File: config.mk
export PLATFORM = sky130hd
export DESIGN_NAME = alu_acc_ctrl
export DESIGN_NICKNAME = d
export VERILOG_FILES = /design/src/rtl/alu_pkg.sv /design/src/rtl/alu_acc_ctrl.sv
export SDC_FILE = /design/constraint.sdc
export NUM_CORES = 1
export LEC_CHECK = 0
export CAP_MARGIN = 20
export CORE_MARGIN = 2
export CORE_UTILIZATION = 42
export CTS_BUF_LIST = sky130_fd_sc_hd__clkbuf_4 sky130_fd_sc_hd__clkbuf_8
export DETAILED_ROUTE_END_ITERATION = 8
export MAX_ROUTING_LAYER = met4
export PLACE_DENSITY = 0.88
export SYNTH_ARGS = -nofsm -noshare
export SYNTH_HDL_FRONTEND = slang
export SYNTH_SLANG_ARGS = --single-unit
File: constraint.sdc
create_clock -name clk -period 3.4 [get_ports clk]
set_input_delay 1.02 -clock clk [delete_from_list [all_inputs] [get_ports clk]]
set_output_delay 1.02 -clock clk [all_outputs]
set_load 0.01 [all_outputs]
File: src/rtl/alu_pkg.sv
// Shared types for the accumulator controller.
// Data width, ALU opcode encodings and controller FSM states.
package alu_pkg;

    localparam int DATA_W = 4;

    typedef enum logic [1:0] {
        OP_ADD = 2'b00,
        OP_SUB = 2'b01,
        OP_AND = 2'b10,
        OP_OR  = 2'b11
    } alu_op_e;

    typedef enum logic [1:0] {
        ST_IDLE = 2'b00,
        ST_EXEC = 2'b01,
        ST_RESP = 2'b10
    } state_e;

endpackage

File: src/rtl/alu_acc_ctrl.sv
// Accumulator controller driving an external ALU / result mux.
// Define ALU_ACC_CTRL_OPCNT_EN to add the saturating op_cnt output.
module alu_acc_ctrl
    import alu_pkg::*;
#(
    parameter logic [DATA_W-1:0] ACC_RESET = 4'h0
) (
    input  logic              clk,
    input  logic              rst_n,
`ifdef ALU_ACC_CTRL_OPCNT_EN
    output logic [7:0]        op_cnt,
`endif
    input  logic              cmd_valid,
    output logic              cmd_ready,
    input  logic [1:0]        cmd_op,
    input  logic              cmd_load,
    input  logic [DATA_W-1:0] cmd_data,
    output logic [DATA_W-1:0] alu_a,
    output logic [DATA_W-1:0] alu_b,
    output logic [1:0]        alu_sel,
    input  logic [DATA_W-1:0] alu_out,
    output logic              res_valid,
    input  logic              res_ready,
    output logic [DATA_W-1:0] res_data,
    output logic              res_zero
);

    state_e              r_state;
    state_e              w_next;
    logic [DATA_W-1:0]   r_acc;
    logic [DATA_W-1:0]   r_b;
    alu_op_e             r_sel;
    logic                w_xfer;

    assign cmd_ready = (r_state == ST_IDLE);
    assign res_valid = (r_state == ST_RESP);
    assign w_xfer    = cmd_valid & cmd_ready;

    assign alu_a     = r_acc;
    assign alu_b     = r_b;
    assign alu_sel   = r_sel;
    assign res_data  = r_acc;
    assign res_zero  = (r_acc == '0);

    always_comb begin
        w_next = r_state;
        unique case (r_state)
            ST_IDLE: begin
                if (w_xfer)
                    w_next = cmd_load ? ST_RESP : ST_EXEC;
            end
            ST_EXEC: w_next = ST_RESP;
            ST_RESP: begin
                if (res_ready)
                    w_next = ST_IDLE;
            end
            default: w_next = ST_IDLE;
        endcase
    end

    always_ff @(posedge clk or negedge rst_n) begin
        if (!rst_n)
            r_state <= ST_IDLE;
        else
            r_state <= w_next;
    end

    // Operand registers stay frozen after capture so the external
    // ALU sees stable inputs for the whole EXEC cycle.
    always_ff @(posedge clk or negedge rst_n) begin
        if (!rst_n) begin
            r_b   <= '0;
            r_sel <= OP_ADD;
        end else if (w_xfer) begin
            r_b   <= cmd_data;
            r_sel <= alu_op_e'(cmd_op);
        end
    end

    always_ff @(posedge clk or negedge rst_n) begin
        if (!rst_n)
            r_acc <= ACC_RESET;
        else if (w_xfer && cmd_load)
            r_acc <= cmd_data;
        else if (r_state == ST_EXEC)
            r_acc <= alu_out;
    end

`ifdef ALU_ACC_CTRL_OPCNT_EN
    logic [7:0] r_cnt;
    logic       w_res_hs;

    assign w_res_hs = res_valid & res_ready;
    assign op_cnt   = r_cnt;

    always_ff @(posedge clk or negedge rst_n) begin
        if (!rst_n)
            r_cnt <= '0;
        else if (w_res_hs && (r_cnt != 8'hFF))
            r_cnt <= r_cnt + 8'd1;
    end
`endif

endmodule

# ---- Word-level counts from Yosys, hierarchy flattened
# Index checks and enable logic that the tools add are counted.
dict set report totals {
  wordCells 20
  output_inout_bits 17
  register_bits 12
}
dict set report op_classes {
  mux 6
  bitwise_logic 1
  n_reduce_logical 5
  n_eq_ne 4
}
# op n
set ops {}
lappend ops {{4-bit two-way mux} 2}
lappend ops {{2-bit two-way mux} 3}
lappend ops {{2-bit case mux with 3 select lines} 1}
lappend ops {{4-bit zero test} 1}
lappend ops {{2-bit by 1-bit inequality test with 1-bit output, second input constant} 2}
lappend ops {{2-bit by 1-bit == test with 1-bit output, second input constant} 1}
lappend ops {{2-bit == test, second input constant} 1}
lappend ops {{2-bit zero test} 1}
lappend ops {{2-bit AND reduction} 1}
lappend ops {{2-bit nonzero test} 1}
lappend ops {{1-bit AND} 1}
lappend ops {{1-bit logical AND} 1}

# ---- Depth between registers and ports, before layout
# Gate-level depths: netlist (run 1).
dict set report depth {
  depth_word 4
  depth_mapped 4
  depth_no_buf 3
}

# ---- Worst setup path before layout (run 1)
# No wires, ideal clock.
dict set report synth_path {
  kind {reg2out}
  startpoint {register r_acc[1], in the netlist alu_a[1]}
  endpoint {output res_zero}
  n_path_buf 0
  arrival_ps 883
  path_stages_with_launch 2
  path_slack_ps 1497
  required_time_ps 2380
  cell_sequence {dfrtp_1 > nor4_1}
}
dict set report synth_between {
  elab_chain_cells 1
}
# element line_no
set synth_rtl {}
lappend synth_rtl {{from (decl)} alu_acc_ctrl.sv:30} ;# logic [DATA_W-1:0] r_acc;
lappend synth_rtl {{from (signal assigned)} alu_acc_ctrl.sv:84} ;# r_acc <= cmd_data;
lappend synth_rtl {{from (signal assigned)} alu_acc_ctrl.sv:86} ;# r_acc <= alu_out;
lappend synth_rtl {{4-bit zero test} alu_acc_ctrl.sv:43} ;# assign res_zero = (r_acc == '0);
lappend synth_rtl {{to (decl)} alu_acc_ctrl.sv:25} ;# output logic res_zero
# Every way passes these cells.

# ---- Worst setup path after layout (run 1)
# Ends and elaborated chain as after synthesis.

==> flow_metrics.env, run 1 <==
export IMPL_synth_cell_types=15
export IMPL_power_leakage_uw=0.000381
export IMPL_antenna_found_initial=0
export IMPL_cp_required_ns=2.38
export IMPL_gp_congestion=0.739
export IMPL_grt_util_all_layers_pct=17.9
export IMPL_postSynthAreaPerCell_um2=13.0
export IMPL_maxSlewViolCount=0
export IMPL_setup_viol=0
export IMPL_synth_cell_area_um2=584
export IMPL_final_net_count=90
export IMPL_ir_drop_v=0.000379
export IMPL_crit_start="alu_a[1]"
export IMPL_cts_buffers=3
export IMPL_power_density_nw_per_um2=676
export IMPL_fin_worst_skew_ns=0.000544
export IMPL_hold_path_endpoint="alu_sel[1]"
export IMPL_routedWlPerCell_um=13.3
export IMPL_multi_input_area_um2=238
export IMPL_syn_to_final_growth_pct=54.6
export IMPL_timing_rr_end="alu_b[2]"
export IMPL_grt_pass1_wl_um=1850
export IMPL_synth_top_area_share_pct=51.4
export IMPL_syn_nets=60
export IMPL_min_delay_start="alu_sel[1]"
export IMPL_viasPerCell=5.18
export IMPL_worst_setup_path_start_kind="flip-flop"
export IMPL_grt_overflow=0
export IMPL_dp_hpwl_um=894
export IMPL_cp_arrival_ns=1.53
export IMPL_crit_type="flip-flop to output pin"
export IMPL_hold_violations=0
export IMPL_yosysSeqAreaShare_pct=51.4
export IMPL_vias=461
export IMPL_design_die_area_um2=1710
export IMPL_maxCapViolations=0
export IMPL_antenna_left=0
export IMPL_status="finished clean"
export IMPL_drc=0
export IMPL_ff_latch_area_um2=300
export IMPL_clock_latency_ns=0.26
export IMPL_worst_pin_slew_ns=0.517
export IMPL_core_um2=1300
export IMPL_post_cts_buffers=0
export IMPL_cp_max_fo=4
export IMPL_rows=13
export IMPL_boundaryPins=32
export IMPL_endpoint_kind="output pin"
export IMPL_drive_gt1_share_pct=16.2
export IMPL_h_tree_depth=1
export IMPL_syn_instance_count=45
export IMPL_io_buffers=31
export IMPL_r2r_cells=3
export IMPL_first_iter_violations=3
export IMPL_synth_top_area_cell="dfrtp_1"
export IMPL_synth_seq_cells=12
export IMPL_grt_max_degree=13
export IMPL_synth_area_top_cells="dfrtp_1, mux2_4, nor2b_1, o2bb2ai_1, a22oi_1"
export IMPL_insertedDiodeCount=0
export IMPL_wl_um=1180
export IMPL_hp_class="flip-flop to flip-flop"
export IMPL_die_w_um=41.3
export IMPL_cts_root_buf="clkbuf_4"
export IMPL_fin_crit_sh_pct=74.9
export IMPL_initial_core_util_pct=44.9
export IMPL_power_uw=610
export IMPL_post_cts_resized=0
export IMPL_cts_path_max_buffers=2
export IMPL_relSlewSlack_pct=65.4
export IMPL_die_h_um=41.3
export IMPL_grt_pass1_vias=433
export IMPL_cts_tree="yes"
export IMPL_path_clk_slew_ns=0.07
export IMPL_grt_setup_unrepaired="false"
export IMPL_max_freq_ghz=0.392
export IMPL_r2r_start="r_state[0]"
export IMPL_cts_sinks=12
export IMPL_synth_warnings=0
export IMPL_n_fill_cell=107
export IMPL_hold_depth=1
export IMPL_drtPass1Iterations=4
export IMPL_ctsHoldBuffers=0
export IMPL_timing_setup_tns_ns=0
export IMPL_min_period_ns=2.55
export IMPL_regToRegSetupSlack_ns=2.10
## kinds of logic after synthesis
| logic type | count (synthesis) | share of synthesized area [%] |
|---|---|---|
| mux | 6 | 15.4 |
| simple gates | 12 | 12.9 |
| buf+inv | 6 | 7.92 |
| flops | 12 | 51.4 |
| compound gates | 9 | 12.4 |
## layout make-up
class | instances | share of cell area [%]
clock buffers | 4 | 4.02
multi-input cells | 27 | 26.3
flip-flops and latches | 12 | 33.2
well taps | 15 | 2.08
repair buffers | 31 | 34.3
## per-stage QoR
step | utilization (%) | cells | area, um^2 | hold WS [ns] | setup WS, ns
floorplan | - | 45 | 584 | 0.521 | 1.50
global placement | 66.6 | 85 | 867 | 0.502 | 1.15
detailed placement | 66.6 | 85 | 867 | 0.491 | 1.13
CTS | 69.4 | 89 | 903 | 0.524 | 0.824
global route | 69.4 | 89 | 903 | 0.544 | 0.714
finish | 69.4 | 89 | 903 | 0.521 | 0.852
## layout by cell type (no fill, tap or decap)
master	Yosys	final
o2bb2ai_1	4	4
dfrtp_1	12	12
clkbuf_4	0	3
clkbuf_8	0	1
nand2_1	1	1
nor2b_1	6	6
nand2b_1	1	1
nor4_1	1	1
and2_4	1	1
a22oi_1	4	4
o21bai_1	1	1
clkdlybuf4s50_1	0	31
mux2_4	6	6
and2_1	1	1
nor2_2	1	1
## report_power, final
group	switching, uW	internal, uW
clock network	44.0	65.0
registers	40.1	187
logic	91.0	183
total	175	435
## synth_stat cells
| library cell | count |
|---|---|
| nand2_1 | 1 |
| dfrtp_1 | 12 |
| nand2b_1 | 1 |
| o21bai_1 | 1 |
| buf_4 | 4 |
| nor2b_1 | 6 |
| and2_1 | 1 |
| a22oi_1 | 4 |
| o2bb2ai_1 | 4 |
| nor4_1 | 1 |
| buf_2 | 1 |
| and2_4 | 1 |
| mux2_4 | 6 |
| buf_6 | 1 |
| nor2_2 | 1 |
## state kept, by name, summed over array words and instances (netlist names)
register  count
r_state       2
alu_sel       2
alu_a         4
alu_b         4
## worst max-delay path, stage by stage, from the launching register on
cell	delay, ns
dfrtp_1	0.41
nor4_1	0.28
clkdlybuf4s50_1	0.58
## how the worst max path moves through the flow
stage	endpoint	slack, ns	cells after the start
final	res_zero	0.85	2
after CTS	res_zero	0.82	2
after floorplan	res_zero	1.50	1
after detailed placement	res_zero	1.13	2
after global routing	res_zero	0.71	2
after global placement	res_zero	1.15	2
## per-layer routing
layer | share of wire (%) | global-route usage, % | vias to the layer above
met4 | 0.51 | 9.68 | 0
li1 | - | - | 214
met3 | 7.9 | 4.79 | 2
met5 | 0 | - | -
met1 | 41 | 20.5 | 220
met2 | 50 | 28.5 | 25
(Power assumes the default switching activity.)
==> run 2: changes to the inputs <==
Settings changed: CORE_UTILIZATION 42 to 39, PLACE_DENSITY 0.88 to 0.83.
Clock period 3.4 ns to 2.5 ns, I/O delays scaled along.
==> run 2 against run 1 <==
- global-route usage is 0.99 points lower
- power grew 38%
- flip-flop and latch count is the same
- clock skew is 0.0030 ns higher
- via count down 0.43%
- critical path depth unchanged
- clock-buffer cell count unchanged
- setup slack got worse by 0.68 ns
- cell area stayed put
- combinational power grew 37%
- largest power group unchanged
==> flow_metrics.env, run 2 (same netlist as run 1, synthesis figures left out) <==
export IMPL_cp_required_ns=1.75
export IMPL_grt_setup_unrepaired="false"
export IMPL_hold_depth=1
export IMPL_cts_root_buf="clkbuf_4"
export IMPL_cp_max_fo=4
export IMPL_whs_ns=0.520
export IMPL_power_density_nw_per_um2=932
export IMPL_r2r_cells=3
export IMPL_drc=0
export IMPL_syn_to_final_growth_pct=54.6
export IMPL_hp_class="flip-flop to flip-flop"
export IMPL_ir_drop_v=0.000390
export IMPL_worst_pin_slew_ns=0.554
export IMPL_cts_path_max_buffers=2
export IMPL_hold_violations=0
export IMPL_post_cts_buffers=0
export IMPL_clock_latency_ns=0.27
export IMPL_path_clk_slew_ns=0.08
export IMPL_relSlewSlack_pct=62.9
export IMPL_routedWlPerCell_um=15.7
export IMPL_cp_arrival_ns=1.58
export IMPL_max_freq_ghz=0.429
export IMPL_antenna_left=0
export IMPL_setup_viol=0
export IMPL_drive_gt1_share_pct=16.2
export IMPL_viasPerCell=5.16
export IMPL_drtPass1Iterations=2
export IMPL_die_h_um=42.7
export IMPL_io_buffers=31
export IMPL_design_die_area_um2=1820
export IMPL_min_period_ns=2.33
export IMPL_post_cts_resized=0
export IMPL_die_w_um=42.7
export IMPL_layout_cells_most_common="clkdlybuf4s50_1"
export IMPL_grt_pass1_vias=474
export IMPL_wl_um=1400
export IMPL_grt_util_all_layers_pct=16.9
export IMPL_cp_cell_sequence="nor4_1, clkdlybuf4s50_1"
export IMPL_cts_sinks=12
export IMPL_rows=13
export IMPL_vias=459
export IMPL_final_core_util_pct=66.9
export IMPL_timing_setup_tns_ns=0
export IMPL_regToRegSetupSlack_ns=1.17
export IMPL_endpoint_kind="output pin"
export IMPL_n_fill_cell=107
export IMPL_core_um2=1350
export IMPL_cts_tree="yes"
export IMPL_dp_hpwl_um=1070
export IMPL_final_cell_mix="clkdlybuf4s50_1, dfrtp_1, nor2b_1, mux2_4"
export IMPL_power_leakage_uw=0.000381
export IMPL_cp_slowest_cell="clkdlybuf4s50_1"
export IMPL_antenna_found_initial=0
export IMPL_gp_congestion=0.771
export IMPL_status="finished clean"
export IMPL_fin_worst_skew_ns=0.00357
export IMPL_h_tree_depth=1
export IMPL_max_stage_delay_ns=0.59
export IMPL_crit_type="flip-flop to output pin"
export IMPL_grt_max_degree=13
export IMPL_insertedDiodeCount=0
export IMPL_maxSlewViolCount=0
export IMPL_initial_core_util_pct=43.3
export IMPL_cts_buffers=3
export IMPL_first_iter_violations=2
export IMPL_dpl_cell_area_um2=867
export IMPL_maxCapViolations=0
export IMPL_grt_pass1_wl_um=2220
export IMPL_worst_setup_path_start_kind="flip-flop"
export IMPL_fin_crit_sh_pct=93.1
export IMPL_grt_overflow=0
export IMPL_final_cell_area_um2=903
export IMPL_boundaryPins=32
export IMPL_ctsHoldBuffers=0
export IMPL_final_net_count=90
-- run 2: cell counts in the layout (fill, tap and decap cells not counted) --
No cell type changed its count.
-- run 2: worst max-delay path: cells and delay by family (launching register included) --
kind | cells | cell delay [ns]
buffers and inverters | 1 | 0.59
DFF | 1 | 0.42
and+or+nand+nor | 1 | 0.30
-- run 2: path summary, 6_finish.rpt --
path	from	to
setup / recovery	alu_a[1]	res_zero
hold / removal	alu_b[2]	alu_b[2]
setup reg to reg	r_state[0]	alu_sel[1]
hold reg to reg	alu_b[2]	alu_b[2]
max in group asynchronous	rst_n	alu_b[3]
min in group asynchronous	rst_n	alu_sel[1]
-- run 2: per-stage QoR --
| step | total power [uW] | setup WS, ns | std cells |
|---|---|---|---|
| 6_report | 842 | 0.172 | 89 |
| 2_1_floorplan | 496 | 0.867 | 45 |
| 3_5_place_dp | 692 | 0.439 | 85 |
| 5_1_grt | 883 | 0.0995 | 89 |
| 3_3_place_gp | 683 | 0.505 | 85 |
| 4_1_cts | 849 | 0.153 | 89 |
-- run 2: final cells by class --
cell class	instances	area (um^2)	share of cell area [%]
timing repair buffer	31	310	34.3
sequential	12	300	33.2
multi-input combinational	27	238	26.3
clock buffer	4	36.3	4.02
tap	15	18.8	2.08
-- run 2: where the power goes --
| part | total, uW | leakage [uW] | switching [uW] | internal (uW) |
|---|---|---|---|---|
| sequential | 310 | 0.000145 | 56.0 | 254 |
| clock | 155 | 0.0000210 | 66.7 | 88.4 |
| combinational | 377 | 0.000215 | 127 | 250 |
| total | 842 | 0.000381 | 250 | 592 |
-- run 2: layer usage --
layer	track usage (%)	vias to the layer above	part of all wire [%]
met5	-	-	0
met4	7.50	0	1.0
met3	4.68	2	6.2
met2	26.4	19	51
met1	20.3	223	42
li1	-	215	-
==> run 3: changes to the inputs <==
Settings changed: CORE_UTILIZATION 39 to 25, PLACE_DENSITY 0.83 to 0.58.
==> run 3 against run 2 <==
- fmax rose by 2.7%
- flip-flop and latch count unchanged
- critical path type unchanged
- via count is 6.8% lower
- routed wire length down 14%
- hold slack worse by 0.0074 ns
==> flow_metrics.env, run 3 (same netlist as run 1, synthesis figures left out) <==
export IMPL_use_met1_pct=12.6
export IMPL_wl_um=1200
export IMPL_min_period_ns=2.27
export IMPL_clock_latency_ns=0.26
export IMPL_max_freq_ghz=0.441
export IMPL_viasPerCell=4.24
export IMPL_grt_overflow=0
export IMPL_first_iter_violations=3
export IMPL_grt_setup_unrepaired="false"
export IMPL_initial_core_util_pct=26.4
export IMPL_drive_gt1_share_pct=15.1
export IMPL_cts_tree="yes"
export IMPL_drtPass1Iterations=4
export IMPL_die_h_um=52.3
export IMPL_worst_pin_slew_ns=0.535
export IMPL_final_cells=101
export IMPL_fin_crit_sh_pct=90.7
export IMPL_die_w_um=52.3
export IMPL_endpoint_kind="output pin"
export IMPL_worst_path_buf_inv=1
export IMPL_cts_path_max_buffers=2
export IMPL_crit_type="flip-flop to output pin"
export IMPL_cts_sinks=12
export IMPL_dp_cells=98
export IMPL_busiest_layer="met2"
export IMPL_rows=17
export IMPL_hp_class="flip-flop to flip-flop"
export IMPL_final_cell_mix="clkdlybuf4s50_1, dfrtp_1, nor2b_1, mux2_4"
export IMPL_cp_slowest_cell="clkdlybuf4s50_1"
export IMPL_whs_ns=0.513
export IMPL_boundaryPins=32
export IMPL_h_tree_depth=1
export IMPL_post_cts_resized=0
export IMPL_grt_pass1_wl_um=1970
export IMPL_power_leakage_uw=0.000374
export IMPL_final_net_count=90
export IMPL_post_cts_buffers=0
export IMPL_routedWlPerCell_um=11.9
export IMPL_power_density_nw_per_um2=874
export IMPL_cp_arrival_ns=1.52
export IMPL_antenna_found_initial=0
export IMPL_worst_setup_path_start_kind="flip-flop"
export IMPL_dp_hpwl_um=931
export IMPL_maxCapViolations=0
export IMPL_cp_required_ns=1.75
export IMPL_cp_cell_sequence="nor4_1, clkdlybuf4s50_1"
export IMPL_timing_setup_tns_ns=0
export IMPL_ctsHoldBuffers=0
export IMPL_status="finished clean"
export IMPL_path_clk_slew_ns=0.07
export IMPL_grt_pass1_vias=459
export IMPL_grt_max_degree=13
export IMPL_cts_root_buf="clkbuf_4"
export IMPL_cts_buffers=3
export IMPL_drc=0
export IMPL_vias=428
export IMPL_grt_util_all_layers_pct=10.7
export IMPL_crit_family="buffers and inverters"
export IMPL_max_stage_delay_ns=0.58
export IMPL_insertedDiodeCount=0
export IMPL_hold_violations=0
export IMPL_io_buffers=31
export IMPL_relSlewSlack_pct=64.2
export IMPL_grt_use_met3_pct=3.43
export IMPL_fin_worst_skew_ns=0.00151
export IMPL_core_um2=2210
export IMPL_use_met2_pct=16.5
export IMPL_ir_drop_v=0.000421
export IMPL_layout_cells_most_common="clkdlybuf4s50_1"
export IMPL_cp_max_fo=4
export IMPL_syn_to_final_growth_pct=55.0
export IMPL_gp_congestion=0.667
export IMPL_setup_viol=0
export IMPL_design_die_area_um2=2740
export IMPL_maxSlewViolCount=0
export IMPL_antenna_left=0
-- run 3: cell count changes in the layout (fill, tap and decap cells not counted), sizes merged --
cell / before / now
clkbuf: 4 / 3
-- run 3: per-layer routing --
| layer | part of all wire [%] | wire [um] |
|---|---|---|
| met5 | 0 | 0 |
| met4 | 0 | 0 |
| met3 | 7.6 | 91 |
| met2 | 47 | 557 |
| met1 | 46 | 548 |
-- run 3: power breakdown --
| group | total [uW] | switching, uW | internal, uW |
|---|---|---|---|
| Clock | 110 | 54.8 | 55.5 |
| Combinational | 373 | 123 | 250 |
| Sequential | 308 | 54.2 | 254 |
-- run 3: layout make-up --
cell class | count | area [um^2]
well taps | 28 | 35.0
flip-flops and latches | 12 | 300
fillers | 220 | 1310
clock buffers | 3 | 22.5
multi-input cells | 27 | 238
repair buffers | 31 | 310
-- run 3: worst paths after layout --
check,start,endpoint,slack (ns),cells past startpoint
worst max-delay path,alu_a[1],res_zero,0.23,2
worst min-delay path,alu_b[2],alu_b[2],0.51,1
worst max register to register,r_state[0],alu_b[2],1.20,3
worst min register to register,alu_b[2],alu_b[2],0.51,1
max in group asynchronous,rst_n,alu_b[1],1.31,1
min in group asynchronous,rst_n,alu_b[3],0.84,1
-- run 3: per-stage QoR --
step | cell area, um^2 | setup WS [ns] | util (%) | total power (uW)
after floorplan | 584 | 0.867 | - | 496
after CTS | 906 | 0.216 | 41.0 | 806
after global routing | 906 | 0.140 | 41.0 | 851
after detailed placement | 883 | 0.519 | 39.9 | 687
after global placement | 883 | 0.519 | 39.9 | 685
final | 906 | 0.233 | 41.0 | 791
